$ cat src/rtl/clk_div_meter_pkg.sv
// Shared defaults and FSM state encoding for the slow-clock meter.
package clk_div_meter_pkg;

   localparam int CNT_W_DEF   = 32;
   localparam int TIMEOUT_DEF = 1_000_000;

   typedef enum logic [1:0] {
      ST_IDLE = 2'd0,
      ST_ARM  = 2'd1,
      ST_MEAS = 2'd2
   } meter_state_t;

endpackage

$ cat src/rtl/clk_div_meter_sync_edge_det.sv
// Synchroniser for an asynchronous slow input, plus rise/fall edge strobes.
// The flops carry no reset so that a reset never fabricates a false edge
// while the input happens to be high.
module sync_edge_det #(
   parameter int SYNC_STAGES = 2
) (
   input  logic clk,
   input  logic i_sig,
   output logic o_s,
   output logic o_rise,
   output logic o_fall
);

   logic [SYNC_STAGES-1:0] r_sync;
   logic                   r_s_d;

   // Shift the input through the synchroniser chain and keep a one-cycle delayed copy.
   always_ff @(posedge clk) begin
      r_sync <= {r_sync[SYNC_STAGES-2:0], i_sig};
      r_s_d  <= r_sync[SYNC_STAGES-1];
   end

   assign o_s    = r_sync[SYNC_STAGES-1];
   assign o_rise = o_s & ~r_s_d;
   assign o_fall = ~o_s & r_s_d;

endmodule

$ cat src/rtl/clk_div_meter.sv
// Measures period, high time and equivalent divisor of a slow square wave
// relative to clk, with lock and sticky timeout indication.
module clk_div_meter
   import clk_div_meter_pkg::*;
#(
   parameter int CNT_W       = CNT_W_DEF,
   parameter int SYNC_STAGES = 2,
   parameter int TIMEOUT     = TIMEOUT_DEF
) (
   input  logic             clk,
   input  logic             rst_n,
   input  logic             en,
   input  logic             sig_in,
   output logic [CNT_W-1:0] period,
   output logic [CNT_W-1:0] high_time,
   output logic [CNT_W-1:0] div_n_est,
   output logic             meas_valid,
   output logic             locked,
   output logic             timeout
);

   localparam logic [CNT_W-1:0] TO_V  = CNT_W'(TIMEOUT);
   localparam logic [CNT_W-1:0] ONE_V = CNT_W'(1);

   logic w_s;
   logic w_rise;
   logic w_fall;

   meter_state_t     r_state;
   logic [CNT_W-1:0] r_cnt;
   logic [CNT_W-1:0] r_high_pend;
   logic [CNT_W-1:0] r_period;
   logic [CNT_W-1:0] r_high_time;
   logic [CNT_W-1:0] r_div_n_est;
   logic             r_meas_valid;
   logic             r_locked;
   logic             r_timeout;
   logic             r_have_prev;

   sync_edge_det #(
      .SYNC_STAGES(SYNC_STAGES)
   ) u_sync (
      .clk   (clk),
      .i_sig (sig_in),
      .o_s   (w_s),
      .o_rise(w_rise),
      .o_fall(w_fall)
   );

   // Measurement FSM: arm on a rise, count clk cycles between rises, publish on each rise.
   always_ff @(posedge clk) begin
      if (!rst_n) begin
         r_state      <= ST_IDLE;
         r_cnt        <= '0;
         r_high_pend  <= '0;
         r_period     <= '0;
         r_high_time  <= '0;
         r_div_n_est  <= '0;
         r_meas_valid <= 1'b0;
         r_locked     <= 1'b0;
         r_timeout    <= 1'b0;
         r_have_prev  <= 1'b0;
      end else if (!en) begin
         // Disable beats a coincident rise; published measurements are kept.
         r_state      <= ST_IDLE;
         r_cnt        <= '0;
         r_meas_valid <= 1'b0;
         r_locked     <= 1'b0;
         r_timeout    <= 1'b0;
         r_have_prev  <= 1'b0;
      end else begin
         r_meas_valid <= 1'b0;
         case (r_state)
            ST_IDLE: begin
               r_have_prev <= 1'b0;
               r_state     <= ST_ARM;
            end
            ST_ARM: begin
               if (w_rise) begin
                  r_cnt     <= ONE_V;
                  r_timeout <= 1'b0;
                  r_state   <= ST_MEAS;
               end
            end
            ST_MEAS: begin
               if (w_fall) begin
                  r_high_pend <= r_cnt;
               end
               // A rise on the same cycle cnt reaches TIMEOUT still publishes.
               if (w_rise && w_s) begin
                  r_period     <= r_cnt;
                  r_high_time  <= r_high_pend;
                  r_div_n_est  <= r_cnt - ONE_V;
                  r_meas_valid <= 1'b1;
                  r_locked     <= r_have_prev && (r_cnt == r_period);
                  r_have_prev  <= 1'b1;
                  r_cnt        <= ONE_V;
               end else if (r_cnt == TO_V) begin
                  // cnt stays parked at TIMEOUT; the lock history restarts.
                  r_timeout   <= 1'b1;
                  r_locked    <= 1'b0;
                  r_have_prev <= 1'b0;
                  r_state     <= ST_ARM;
               end else begin
                  r_cnt <= r_cnt + ONE_V;
               end
            end
            default: begin
               r_state <= ST_IDLE;
            end
         endcase
      end
   end

   assign period     = r_period;
   assign high_time  = r_high_time;
   assign div_n_est  = r_div_n_est;
   assign meas_valid = r_meas_valid;
   assign locked     = r_locked;
   assign timeout    = r_timeout;

endmodule

$ cat config.mk
export PLATFORM = sky130hd
export DESIGN_NAME = clk_div_meter
export DESIGN_NICKNAME = d
export VERILOG_FILES = /design/src/rtl/clk_div_meter_pkg.sv /design/src/rtl/clk_div_meter_sync_edge_det.sv /design/src/rtl/clk_div_meter.sv
export SDC_FILE = /design/constraint.sdc
export NUM_CORES = 1
export LEC_CHECK = 0
export BUFFER_PORTS_ARGS = -buffer_cell sky130_fd_sc_hd__buf_2
export CAP_MARGIN = 20
export CORE_ASPECT_RATIO = 1.5
export CORE_MARGIN = 2
export CORE_UTILIZATION = 30
export CTS_CLUSTER_SIZE = 20
export DETAILED_ROUTE_END_ITERATION = 7
export SLEW_MARGIN = 20
export SYNTH_ARGS = -nofsm -noshare
export SYNTH_HDL_FRONTEND = slang
export SYNTH_SLANG_ARGS = --single-unit
$ cat constraint.sdc
create_clock -name clk -period 2.7 [get_ports clk]
set_clock_uncertainty 0.1 [all_clocks]
set_input_delay 0.27 -clock clk [delete_from_list [all_inputs] [get_ports clk]]
set_output_delay 0.27 -clock clk [all_outputs]
set_load 0.02 [all_outputs]
* After elaboration in Yosys (flattened, before gate mapping)
Cells that the tools add are included.
Widths: inputs -> output; s select.
** Operators by class
- Order comparisons :: 0
- Equality and inequality tests :: 9
- Add/sub/neg operators :: 2
- Multiplexer cells :: 17
- Bitwise logic cells :: 4
- Multipliers :: 0
- Shift operators :: 0
- Divide/modulo/power cells :: 0
- Reductions and logical operators :: 15
** Operators with widths (number)
- $mux 32 :: 3
- $pmux 32 s2 :: 1
- $add 32x1->32 const B :: 1
- $eq 32x20->1 const B :: 1
- $eq 32x32->1 :: 1
- $sub 32x1->32 const B :: 1
- $reduce_and 3->1 :: 5
- $mux 1 :: 7
- $mux 2 :: 3
- $ne 2x2->1 const B :: 3
- $ne 3x3->1 const B :: 2
- $pmux 2 s3 :: 1
- $reduce_and 2->1 :: 3
- $reduce_bool 2->1 :: 3
- $pmux 1 s2 :: 2
- $reduce_and 4->1 :: 1
- $and 1x1->1 :: 2
- $eq 2x1->1 const B :: 1
- $eq 2x2->1 const B :: 1
- $logic_and 1x1->1 :: 2
- $logic_not 2->1 :: 1
- $not 1->1 :: 2
** Storage, ports and cells
- Bits in registers :: 169
- Bits in writable memories :: 0
- Memory bits (read-only) :: 0
- Memories :: 0
- Bits in latches :: 0
- Output and inout bits :: 99

* Longest topological paths before layout
Gate-level depths: netlist of the first run.
- Depth after elaboration :: 5
- Gate-level depth with buffers :: 9

* Modules after synthesis
From an unflattened synthesis of the first run, not the netlist that was laid out.
** Unflattened totals
- Cell total of the unflattened synthesis :: 925
- Area, all modules :: 7382.1 µm²
** By module, submodules not included
- clk_div_meter :: times used 1, area an instance 7307.0 µm², cells each 920, sequential area each 3323.2 µm²
- sync_edge_det :: times used 1, area an instance 75.1 µm², cells each 5, sequential area each 60.1 µm²

* Worst setup path after synthesis of the first run
No wires, ideal clock.
- Path kind :: reg-to-reg
- From :: reg r_cnt[23]
- To :: reg r_cnt[9]
- Arrival time :: 1.951 ns
- Slack :: 0.564 ns
- Cell stages (with the launch flop) :: 8
- Required time :: 2.515 ns
- Period minus slack after synthesis :: 2.136 ns
- Setup time :: 0.085 ns
- Path through :: dfxtp_1 -> buf_2 -> or3_1 -> or3_4 -> nor4_4 -> buf_6 -> nor4_1 -> o31ai_2
** Between the ends
- Longest elaborated chain between the ends :: 3
** RTL lines
- start: declaration :: line clk_div_meter.sv:30 : logic [CNT_W-1:0] r_cnt;
- start signal: assignment :: line clk_div_meter.sv:105 : r_cnt <= r_cnt + ONE_V;
- $eq 32x20->1 :: line clk_div_meter.sv:98 : end else if (r_cnt == TO_V) begin
- $ne 3x3->1 (no source line)
- $reduce_and 3->1 (no source line)
No other way between the ends.
A chain may end at the register's enable or synchronous reset.

* Worst setup path after layout of the first run
- From :: reg r_cnt[17]
- To :: reg r_cnt[31]
** Between the ends
- Longest elaborated chain between the ends :: 4
- Elaborated cells on any way between the ends :: 7
- Classes of those cells :: add/sub (1); eq/ne (2); mux (3); reduce/logical (1)
** RTL lines
- $add 32x1->32 :: line clk_div_meter.sv:105
- $mux 32 :: line clk_div_meter.sv:98
- $mux 32 :: line clk_div_meter.sv:90 : if (w_rise && w_s) begin
- $pmux 32 s2 :: line clk_div_meter.sv:73 : case (r_state)
Parallel ways exist; a longest one is shown, timed or not. The select of a mux whose other input is x is not followed.

==> flow_summary_export.csv, run 1 <==
group,metric,value,unit
critical_path,crit_fanout,12,
logic_synthesis,ys_warn_count,0,
floorplan,core_region_area,0.0244,sq mm
route,drt_iter0_drc,636,
critical_path,cp.arrival,2.75,ns
clocking,cts_tree,"done",
logic_synthesis,synth_top_area_frac,0.454,
logic_synthesis,synthArstFlopShare,0,
logic_synthesis,yosysTopAreaCell,"dfxtp_1",
timing,fin_crit,2.47,ns
route,drt_pass1_iterations,5,
logic_synthesis,synth_area_leaders,"dfxtp_1 (45%), nand2_1 (11%), a21oi_1 (8.7%), xnor2_1 (4.6%), xor2_1 (3.6%)",
clocking,cts.sinks,169,
power,comb_power_share,0.021,
clocking,clock_path_buffers,2,
route,vias,6784,
final_layout,layout_common_cells,"nand2_1 (215), dfxtp_1 (169), a21oi_1 (130)",
route,routed_wirelength,22800,um
floorplan,die_width,133,um
timing,slew_viol_final,0,
power,pwr-share-seq,0.486,
timing,fmax,405,MHz
critical_path,crit_type,"flop to flop",
timing,rsz0062_at_grt,"no",
outcome,status,"complete, no violations",
timing,setup_ws,0.229,ns
floorplan,num_rows,70,
final_layout,final_common_cell,"nand2_1",
logic_synthesis,synth.avg_cell_area,7.93,sq um
global_routing,track_usage,0.176,
logic_synthesis,synth_edf_count,0,
floorplan,die_height,197,um
route,routedWlPerCell,16.7,um
logic_synthesis,syn_nets,947,
route,ant_nets,0,
final_layout,num_antenna_cells,0,
clocking,cts_buffers,17,
floorplan,start_util,0.305,
placement,place_ws,0.262,ns
clocking,htree_num_levels,4,
timing,hold_viol_final,0,
critical_path,crit_path_end_kind,"flop",
placement,place_inst,1327,
global_routing,grt_start_max_net_pins,84,
critical_path,required,2.97,ns
placement,io_buffers,102,
clocking,path_clk_slew,0.07,ns
route,via_per_inst,4.99,
global_routing,grt_pass1_wl,35800,um
timing,setup_viol,0,
critical_path,start_kind,"flop",
power,clkPwrFrac,0.493,
timing,finalSetupTns,0,ns
power,switchingPower,1.22,mW
final_layout,area_growth,20.8,%
logic_synthesis,synth-seq-cells,169,
power,internal_power,3.93,mW
final_layout,fin_cells,1360,
logic_synthesis,synthesis.area,0.00745,sq mm
clocking,ctsResizeCount,0,
global_routing,grt_pass1_vias,6413,
min_path,min_path_type,"input pin to flop",
final_layout,finalNetCount,1030,
power,powerDensity,572,mW/mm^2
logic_synthesis,ys_types,57,
global_routing,antenna_found_initial,0,
timing,fin_crit_sh,0.915,
timing,slew_headroom,0.418,
final_layout,drive_gt1_frac,0.190,
logic_synthesis,synth_cells,940,
power,peakVddDrop,0.000436,V
logic_synthesis,ys.flop_type,"dfxtp_1",
placement,place_hpwl,16700,um
logic_synthesis,synth_seq_area_share,0.454,
clocking,clockRootBuffer,"clkbuf_16",
run,cap_violations,0,
global_routing,grt-ovfl-total,0,
route,route.detailed.drc,0,
power,p_sw_frac,0.237,
power,p_leak,3.59,nW
clocking,clk-insertion-delay-late,0.44,ns
timing,tightest_slew,0.873,ns
floorplan,num_io_pins,103,
floorplan,die_area,0.0262,sq mm
placement,place.gp.congestion,0.911,
## repair_timing
item	CTS	global route
setup buffers	0	0
setup endpoints to repair	0	0
endpoints found under the hold margin	1	0
hold buffers	1	0
## cell families (layout without fill, tap and decap cells)
family,after synthesis,in the layout,share of synthesized area
flip-flops,169,169,0.454
AND/OR/NAND/NOR,394,394,0.249
buffers and inverters,100,196,0.0577
AO/OA/AOI/OAI,203,203,0.151
XOR/XNOR,70,70,0.0822
multiplexers,1,1,0.00134
adder cells (fa/ha/maj),3,3,0.00504
## worst paths after layout
| path | startpoint | depth (start not counted) | end | slack [ns] |
|---|---|---|---|---|
| worst min register to register | u_sync.r_sync[0] | 0 | u_sync.r_sync[1] | 0.23 |
| worst min-delay path | en | 3 | r_have_prev | 0.1 |
| worst max register to register | r_cnt[17] | 5 | r_cnt[31] | 0.23 |
| worst max-delay path | r_cnt[17] | 5 | r_cnt[31] | 0.23 |
## synth_stat cells (2+ instances only)
library cell,instances
inv_1,12
o22ai_1,2
xnor2_1,39
a211oi_1,10
nand4_1,20
buf_1,2
o21ai_0,27
nor4_4,2
nor3_1,20
and3_1,7
buf_2,17
o21ai_1,6
nor4b_1,3
clkbuf_1,63
and2_1,2
a21o_1,2
and4_1,3
ha_1,3
o21a_1,2
nand2_1,215
a31oi_1,5
o31ai_1,8
nor4_1,12
nand3b_1,5
or3_1,9
a21oi_1,130
nor2_1,48
nand3_1,22
buf_4,3
nand4b_1,3
o211ai_1,2
nand2b_1,3
or3_4,2
or4_1,6
dfxtp_1,169
buf_6,3
xor2_1,31
nor2b_1,3
## layout make-up
| type | instances | area [sq um] |
|---|---|---|
| fillers | 2530 | 15400 |
| multi-input cells | 671 | 3660 |
| flip-flops and latches | 169 | 3380 |
| repair buffers | 152 | 913 |
| clock buffers | 17 | 425 |
| well taps | 324 | 405 |
| clock inverters | 15 | 178 |
| inverters | 12 | 46.3 |
## flip-flops by register name, summed over array words and instances (netlist names)
| register | flops |
|---|---|
| div_n_est | 32 |
| locked | 1 |
| high_time | 32 |
| period | 32 |
| r_cnt | 32 |
| r_high_pend | 32 |
| r_state | 2 |
| r_have_prev | 1 |
| timeout | 1 |
| u_sync.r_s_d | 1 |
| u_sync.r_sync | 2 |
| meas_valid | 1 |
## power by group through the flow
stage | Sequential (mW) | Clock [mW] | Combinational (mW)
4_1_cts | 2.50 | 2.59 | 0.111
6_report | 2.50 | 2.54 | 0.110
3_5_place_dp | 2.56 | 0 | 0.109
3_3_place_gp | 2.56 | 0 | 0.109
2_1_floorplan | 2.56 | 0 | 0.0745
5_1_grt | 2.50 | 2.68 | 0.120
## critical path, cell delays in order (launching register included)
cell and delay (ns):
dfxtp_1 0.69, nand4_1 0.35, nor4_1 0.44, nand4_1 0.24
or4_1 0.44, a21oi_1 0.15
## per-layer routing
layer	routed length [um]	track usage
met1	9420	0.206
met3	938	0.0321
met2	11500	0.307
met5	0	0
met4	907	0.0932
## stage by stage
stage / cell area, sq um / power (mW) / hold slack (ns) / util
2_1_floorplan: 7450 / 2.63 / 0.198 / -
4_1_cts: 9010 / 5.20 / 0.0869 / 0.369
6_report: 9010 / 5.15 / 0.0967 / 0.369
3_5_place_dp: 8390 / 2.67 / 0.215 / 0.344
3_3_place_gp: 8390 / 2.67 / 0.228 / 0.344
5_1_grt: 9010 / 5.31 / 0.115 / 0.369
No activity file was read; power rests on OpenSTA's default activity.
==> run 2: changes to the inputs <==
--- a/config.mk
+++ b/config.mk
@@ -9,9 +9,10 @@
 export CAP_MARGIN = 20
 export CORE_ASPECT_RATIO = 1.5
 export CORE_MARGIN = 2
-export CORE_UTILIZATION = 30
+export CORE_UTILIZATION = 57
 export CTS_CLUSTER_SIZE = 20
 export DETAILED_ROUTE_END_ITERATION = 7
+export PLACE_DENSITY = 0.79
 export SLEW_MARGIN = 20
 export SYNTH_ARGS = -nofsm -noshare
 export SYNTH_HDL_FRONTEND = slang
==> flow_summary_export.csv, run 2 (synthesized netlist as in run 1, its figures left out) <==
group,metric,value,unit
outcome,status,"complete, no violations",
global_routing,track_usage,0.281,
critical_path,crit_fanout,14,
final_layout,layout_common_cells,"nand2_1 (215), dfxtp_1 (169), a21oi_1 (130)",
timing,rsz0062_at_grt,"no",
floorplan,num_io_pins,103,
final_layout,area_growth,17.7,%
global_routing,use_met2,0.468,
critical_path,cp.arrival,2.75,ns
route,routedWlPerCell,16.4,um
global_routing,antenna_found_initial,0,
timing,finalSetupTns,0,ns
route,route.detailed.drc,0,
timing,hold_viol_final,0,
timing,setup_viol,0,
clocking,ctsResizeCount,0,
global_routing,grtUsageMet3,0.0401,
route,drt_pass1_iterations,5,
route,vias,6798,
timing,fin_crit_sh,0.944,
placement,place_hpwl,13800,um
global_routing,grt_use_met1,0.349,
global_routing,grt_pass1_wl,31800,um
timing,hold_ws,0.125,ns
route,ant_nets,0,
timing,tightest_slew,0.731,ns
route,via_per_inst,5.73,
global_routing,grt_pass1_vias,6380,
global_routing,grt_start_max_net_pins,54,
clocking,cts_tree,"done",
power,peakVddDrop,0.000417,V
clocking,clockRootBuffer,"clkbuf_16",
timing,slew_viol_final,0,
floorplan,num_rows,51,
floorplan,die_area,0.0140,sq mm
critical_path,crit_type,"flop to flop",
floorplan,die_height,144,um
route,routed_wirelength,19400,um
power,powerDensity,580,mW/mm^2
critical_path,start_kind,"flop",
clocking,postCtsSetupBuffers,0,
final_layout,num_antenna_cells,0,
run,cap_violations,0,
timing,fin_crit,2.55,ns
clocking,clock_path_buffers,2,
final_layout,drive_gt1_frac,0.183,
clocking,htree_num_levels,4,
power,p_leak,3.56,nW
min_path,min_path_type,"input pin to flop",
critical_path,crit_path_end_kind,"flop",
global_routing,grt-ovfl-total,0,
clocking,cts.sinks,169,
critical_path,required,2.90,ns
final_layout,final_common_cell,"nand2_1",
placement,place.gp.congestion,0.950,
final_layout,finalNetCount,1022,
floorplan,die_width,97.4,um
global_routing,grt-busiest-layer,"met2",
timing,slew_headroom,0.510,
clocking,path_clk_slew,0.07,ns
route,drt_iter0_drc,440,
clocking,cts_buffers,17,
timing,fmax,392,MHz
placement,io_buffers,102,
clocking,clk-insertion-delay-late,0.42,ns
floorplan,core_region_area,0.0129,sq mm
floorplan,start_util,0.578,
run 2: changes by cell type in the layout (fill, tap and decap cells not counted):
cell / delta
inv_6: -3
buf_12: +3
clkinvlp_4: -1
clkinv_2: +2
buf_4: -11
inv_2: +1
clkinv_4: +2
bufinv_16: +1
inv_8: -3
run 2: cell type report:
type                       instances  area (sq um)
clock buffer                      17           425
tap                              159           199
clock inverter                    14           173
fill                            1051          4120
sequential                       169          3380
multi-input combinational        671          3660
timing repair buffer             144           891
inverter                          12          45.0
run 2: final timing paths:
kind,startpoint,to,slack [ns],cells past startpoint
max,r_cnt[16],r_cnt[27],0.15,6
min,en,r_have_prev,0.13,3
min reg2reg,u_sync.r_sync[0],u_sync.r_sync[1],0.28,0
max reg2reg,r_cnt[16],r_cnt[27],0.15,6
run 2: power breakdown:
group	leakage (nW)	switching (mW)	internal [mW]
Clock	0.296	1.02	1.46
Combinational	1.90	0.0793	0.0303
Sequential	1.36	0.00521	2.50
run 2: stage by stage:
stage | power (mW) | cells | worst slack [ns] | util | area, sq um
floorplan | 2.63 | 940 | 0.564 | - | 7450
global placement | 2.66 | 1154 | 0.393 | 0.633 | 8160
detailed placement | 2.66 | 1154 | 0.308 | 0.633 | 8160
CTS | 5.12 | 1186 | 0.238 | 0.681 | 8770
global route | 5.22 | 1186 | 0.0398 | 0.681 | 8770
finish | 5.09 | 1186 | 0.151 | 0.681 | 8770
run 2: worst max-delay path, stage by stage, from the launching register on:
cell and delay (ns):
dfxtp_1 0.63, nand4_1 0.37, nor4_1 0.36, buf_4 0.19, nor4b_1 0.54, xnor2_1 0.19
nor2_1 0.05
run 2: what timing repair did:
| item | CTS | global route |
|---|---|---|
| endpoints found under the setup margin | 0 | 0 |
| hold endpoints to repair | 1 | 0 |
| hold buffers | 1 | 0 |
run 2: per-layer routing:
layer  share of wire  vias up
li1                -     3337
met1            0.41     3136
met2            0.48      271
met3           0.059       54
met4           0.052        0
met5               0        -
==> run 3: changes to the inputs <==
--- a/config.mk
+++ b/config.mk
@@ -12,8 +12,10 @@
 export CORE_UTILIZATION = 57
 export CTS_CLUSTER_SIZE = 20
 export DETAILED_ROUTE_END_ITERATION = 7
+export HOLD_SLACK_MARGIN = 0.06
 export PLACE_DENSITY = 0.79
 export SLEW_MARGIN = 20
 export SYNTH_ARGS = -nofsm -noshare
 export SYNTH_HDL_FRONTEND = slang
+export SYNTH_HIERARCHICAL = 1
 export SYNTH_SLANG_ARGS = --single-unit
==> constraint.sdc (replaced) <==
create_clock -name clk -period 2.6 [get_ports clk]
set_clock_uncertainty 0.1 [all_clocks]
set_input_delay 0.26 -clock clk [delete_from_list [all_inputs] [get_ports clk]]
set_output_delay 0.26 -clock clk [all_outputs]
set_load 0.02 [all_outputs]
==> flow_summary_export.csv, run 3 <==
group,metric,value,unit
critical_path,r2r_slack,0.04,ns
logic_synthesis,ys_warn_count,6,
placement,place_ws,0.0749,ns
logic_synthesis,synth_most_common_cell,"nand2_1",
power,peakVddDrop,0.000434,V
min_path,min_delay_path_depth,3,
logic_synthesis,synthXorXnorAreaFrac,0.0842,
outcome,status,"complete, no violations",
clocking,clockRootBuffer,"clkbuf_16",
global_routing,grt_pass1_vias,6397,
critical_path,crit-reg2reg-launch,"r_cnt[31]",
global_routing,antenna_found_initial,0,
logic_synthesis,yosys-mux-area-fraction,0.00407,
final_layout,fin_util,0.713,
logic_synthesis,ys.flop_type,"dfxtp_1",
placement,io_buffers,102,
timing,fmax,391,MHz
route,via_per_inst,5.78,
logic_synthesis,synth_top_family_by_area,"simple AND/OR/NAND/NOR gates",
timing,setup_ws,0.0439,ns
global_routing,grt_pass1_wl,33200,um
placement,place_hpwl,14500,um
route,ant_nets,0,
logic_synthesis,synthAdderAreaFrac,0.00508,
timing,hold_viol_final,0,
floorplan,start_util,0.587,
critical_path,regToRegEndpoint,"r_cnt[14]",
logic_synthesis,synth_area_leaders,"dfxtp_1 (46%), nand2_1 (11%), a21oi_1 (8.6%), xnor2_1 (4.4%), xor2_1 (4.0%)",
logic_synthesis,synth_cells,925,
placement,place.gp.congestion,0.946,
global_routing,grt-ovfl-total,0,
clocking,cts_tree,"done",
logic_synthesis,yosysTopAreaCell,"dfxtp_1",
critical_path,worstSetupStartpoint,"r_cnt[31]",
route,routed_wirelength,21300,um
timing,tightest_slew,0.514,ns
critical_path,start_kind,"flop",
timing,fin_crit,2.56,ns
logic_synthesis,synthTopCellsByCount,"nand2_1 (226), dfxtp_1 (169), a21oi_1 (127)",
critical_path,critPathSlowestCell,"or4_4",
min_path,min_path_type,"input pin to flop",
logic_synthesis,ys_types,56,
critical_path,rr_worst_depth,7,
route,vias,6959,
clocking,clk-insertion-delay-late,0.43,ns
critical_path,crit_path_end_kind,"flop",
global_routing,track_usage,0.302,
floorplan,die_area,0.0139,sq mm
final_layout,drive_gt1_frac,0.215,
route,routedWlPerCell,17.7,um
logic_synthesis,synthArstFlopShare,0,
logic_synthesis,synth_edf_count,0,
critical_path,setup.worst_path.end,"r_cnt[14]",
timing,slew_headroom,0.649,
clocking,cts_buffers,17,
route,drt_iter0_drc,438,
critical_path,slowest_delay,0.58,ns
clocking,cts.sinks,169,
power,powerDensity,591,mW/mm^2
critical_path,cp.arrival,2.78,ns
clocking,path_clk_slew,0.07,ns
floorplan,num_rows,50,
logic_synthesis,yosys.area_share.simple,0.241,
floorplan,die_width,96.9,um
timing,finalSetupTns,0,ns
critical_path,crit_fanout,7,
critical_path,required,2.82,ns
floorplan,core_region_area,0.0126,sq mm
final_layout,num_antenna_cells,0,
clocking,clock_path_buffers,2,
logic_synthesis,synth_seq_area_share,0.458,
critical_path,crit_chain,"or4b_1, or4_4, o21ai_4, buf_4, a21oi_1, a21o_1, and2_1",
global_routing,grt_start_max_net_pins,120,
logic_synthesis,synth_compound_area_frac,0.156,
logic_synthesis,synth-seq-cells,169,
route,route.detailed.drc,0,
clocking,htree_num_levels,4,
logic_synthesis,synth_top_area_frac,0.458,
final_layout,finalNetCount,1043,
critical_path,crit_type,"flop to flop",
logic_synthesis,syn_nets,932,
floorplan,die_height,143,um
timing,setup_viol,0,
timing,fin_crit_sh,0.983,
logic_synthesis,synth.avg_cell_area,7.98,sq um
timing,rsz0062_at_grt,"yes",
route,drt_pass1_iterations,5,
timing,slew_viol_final,0,
final_layout,area_growth,21.5,%
logic_synthesis,synthesis.area,0.00738,sq mm
run,cap_violations,0,
floorplan,num_io_pins,103,
power,p_leak,3.80,nW
final_layout,final_common_cell,"nand2_1",
final_layout,layout_common_cells,"nand2_1 (225), dfxtp_1 (169), a21oi_1 (127)",
==> run 3: report_power, final <==
group          switching, mW  total (mW)  internal, mW
clock                   1.20        2.60          1.40
combinational         0.0767       0.112        0.0352
sequential           0.00370        2.59          2.59
==> run 3: worst min-delay path by stage <==
stage | start | slack, ns | endpoint
after floorplan | sig_in | 0.19 | u_sync/r_sync[0]
after global placement | u_sync/r_sync[0] | 0.23 | u_sync/r_sync[1]
after detailed placement | u_sync/r_sync[0] | 0.22 | u_sync/r_sync[1]
after CTS | en | 0.09 | r_have_prev
after global routing | en | 0.12 | r_have_prev
final | en | 0.1 | r_have_prev
==> run 3: through the flow <==
| stage | cell area, sq um | total power, mW | std cells | hold WS, ns |
|---|---|---|---|---|
| after global routing | 8970 | 5.45 | 1205 | 0.122 |
| after CTS | 8940 | 5.33 | 1203 | 0.0876 |
| after global placement | 8300 | 2.76 | 1170 | 0.227 |
| after detailed placement | 8300 | 2.76 | 1170 | 0.220 |
| final | 8970 | 5.30 | 1205 | 0.0976 |
| after floorplan | 7380 | 2.73 | 925 | 0.188 |
==> run 3: what timing repair did <==
action | CTS | global route
resized for setup | 0 | 3
hold buffers | 1 | 0
setup endpoints to repair | 0 | 7
hold endpoints to repair | 1 | 0
setup buffers | 0 | 2
==> run 3: area by class of cell <==
type / count / area [sq um]
clock inverter: 15 / 199
inverter: 6 / 23.8
multi-input combinational: 665 / 3640
clock buffer: 17 / 425
timing repair buffer: 177 / 1100
sequential: 169 / 3380
tap: 156 / 195
fill: 988 / 3600
==> run 3: logic make-up after synthesis <==
logic type                 count (synthesis)
muxes                                      3
and+or+nand+nor                          390
DFF                                      169
buffers and inverters                     91
xor gates and xnor gates                  71
adders and majority gates                  3
AOI/OAI and AO/OA                        198
==> run 3: layer usage <==
metal | up-vias | wire [um] | GRT usage
li1 | 3351 | - | -
met1 | 3240 | 8290 | 0.356
met4 | 0 | 1310 | 0.191
met2 | 296 | 10300 | 0.511
met5 | - | 0 | 0
met3 | 72 | 1420 | 0.0530
==> run 3: critical path, delay by kind of cell, from the launching register on <==
| kind | cells | cell delay (ns) |
|---|---|---|
| AND/OR/NAND/NOR | 3 | 1.28 |
| AO/OA/AOI/OAI | 3 | 0.57 |
| flip-flops | 1 | 0.31 |
| buffers and inverters | 1 | 0.20 |
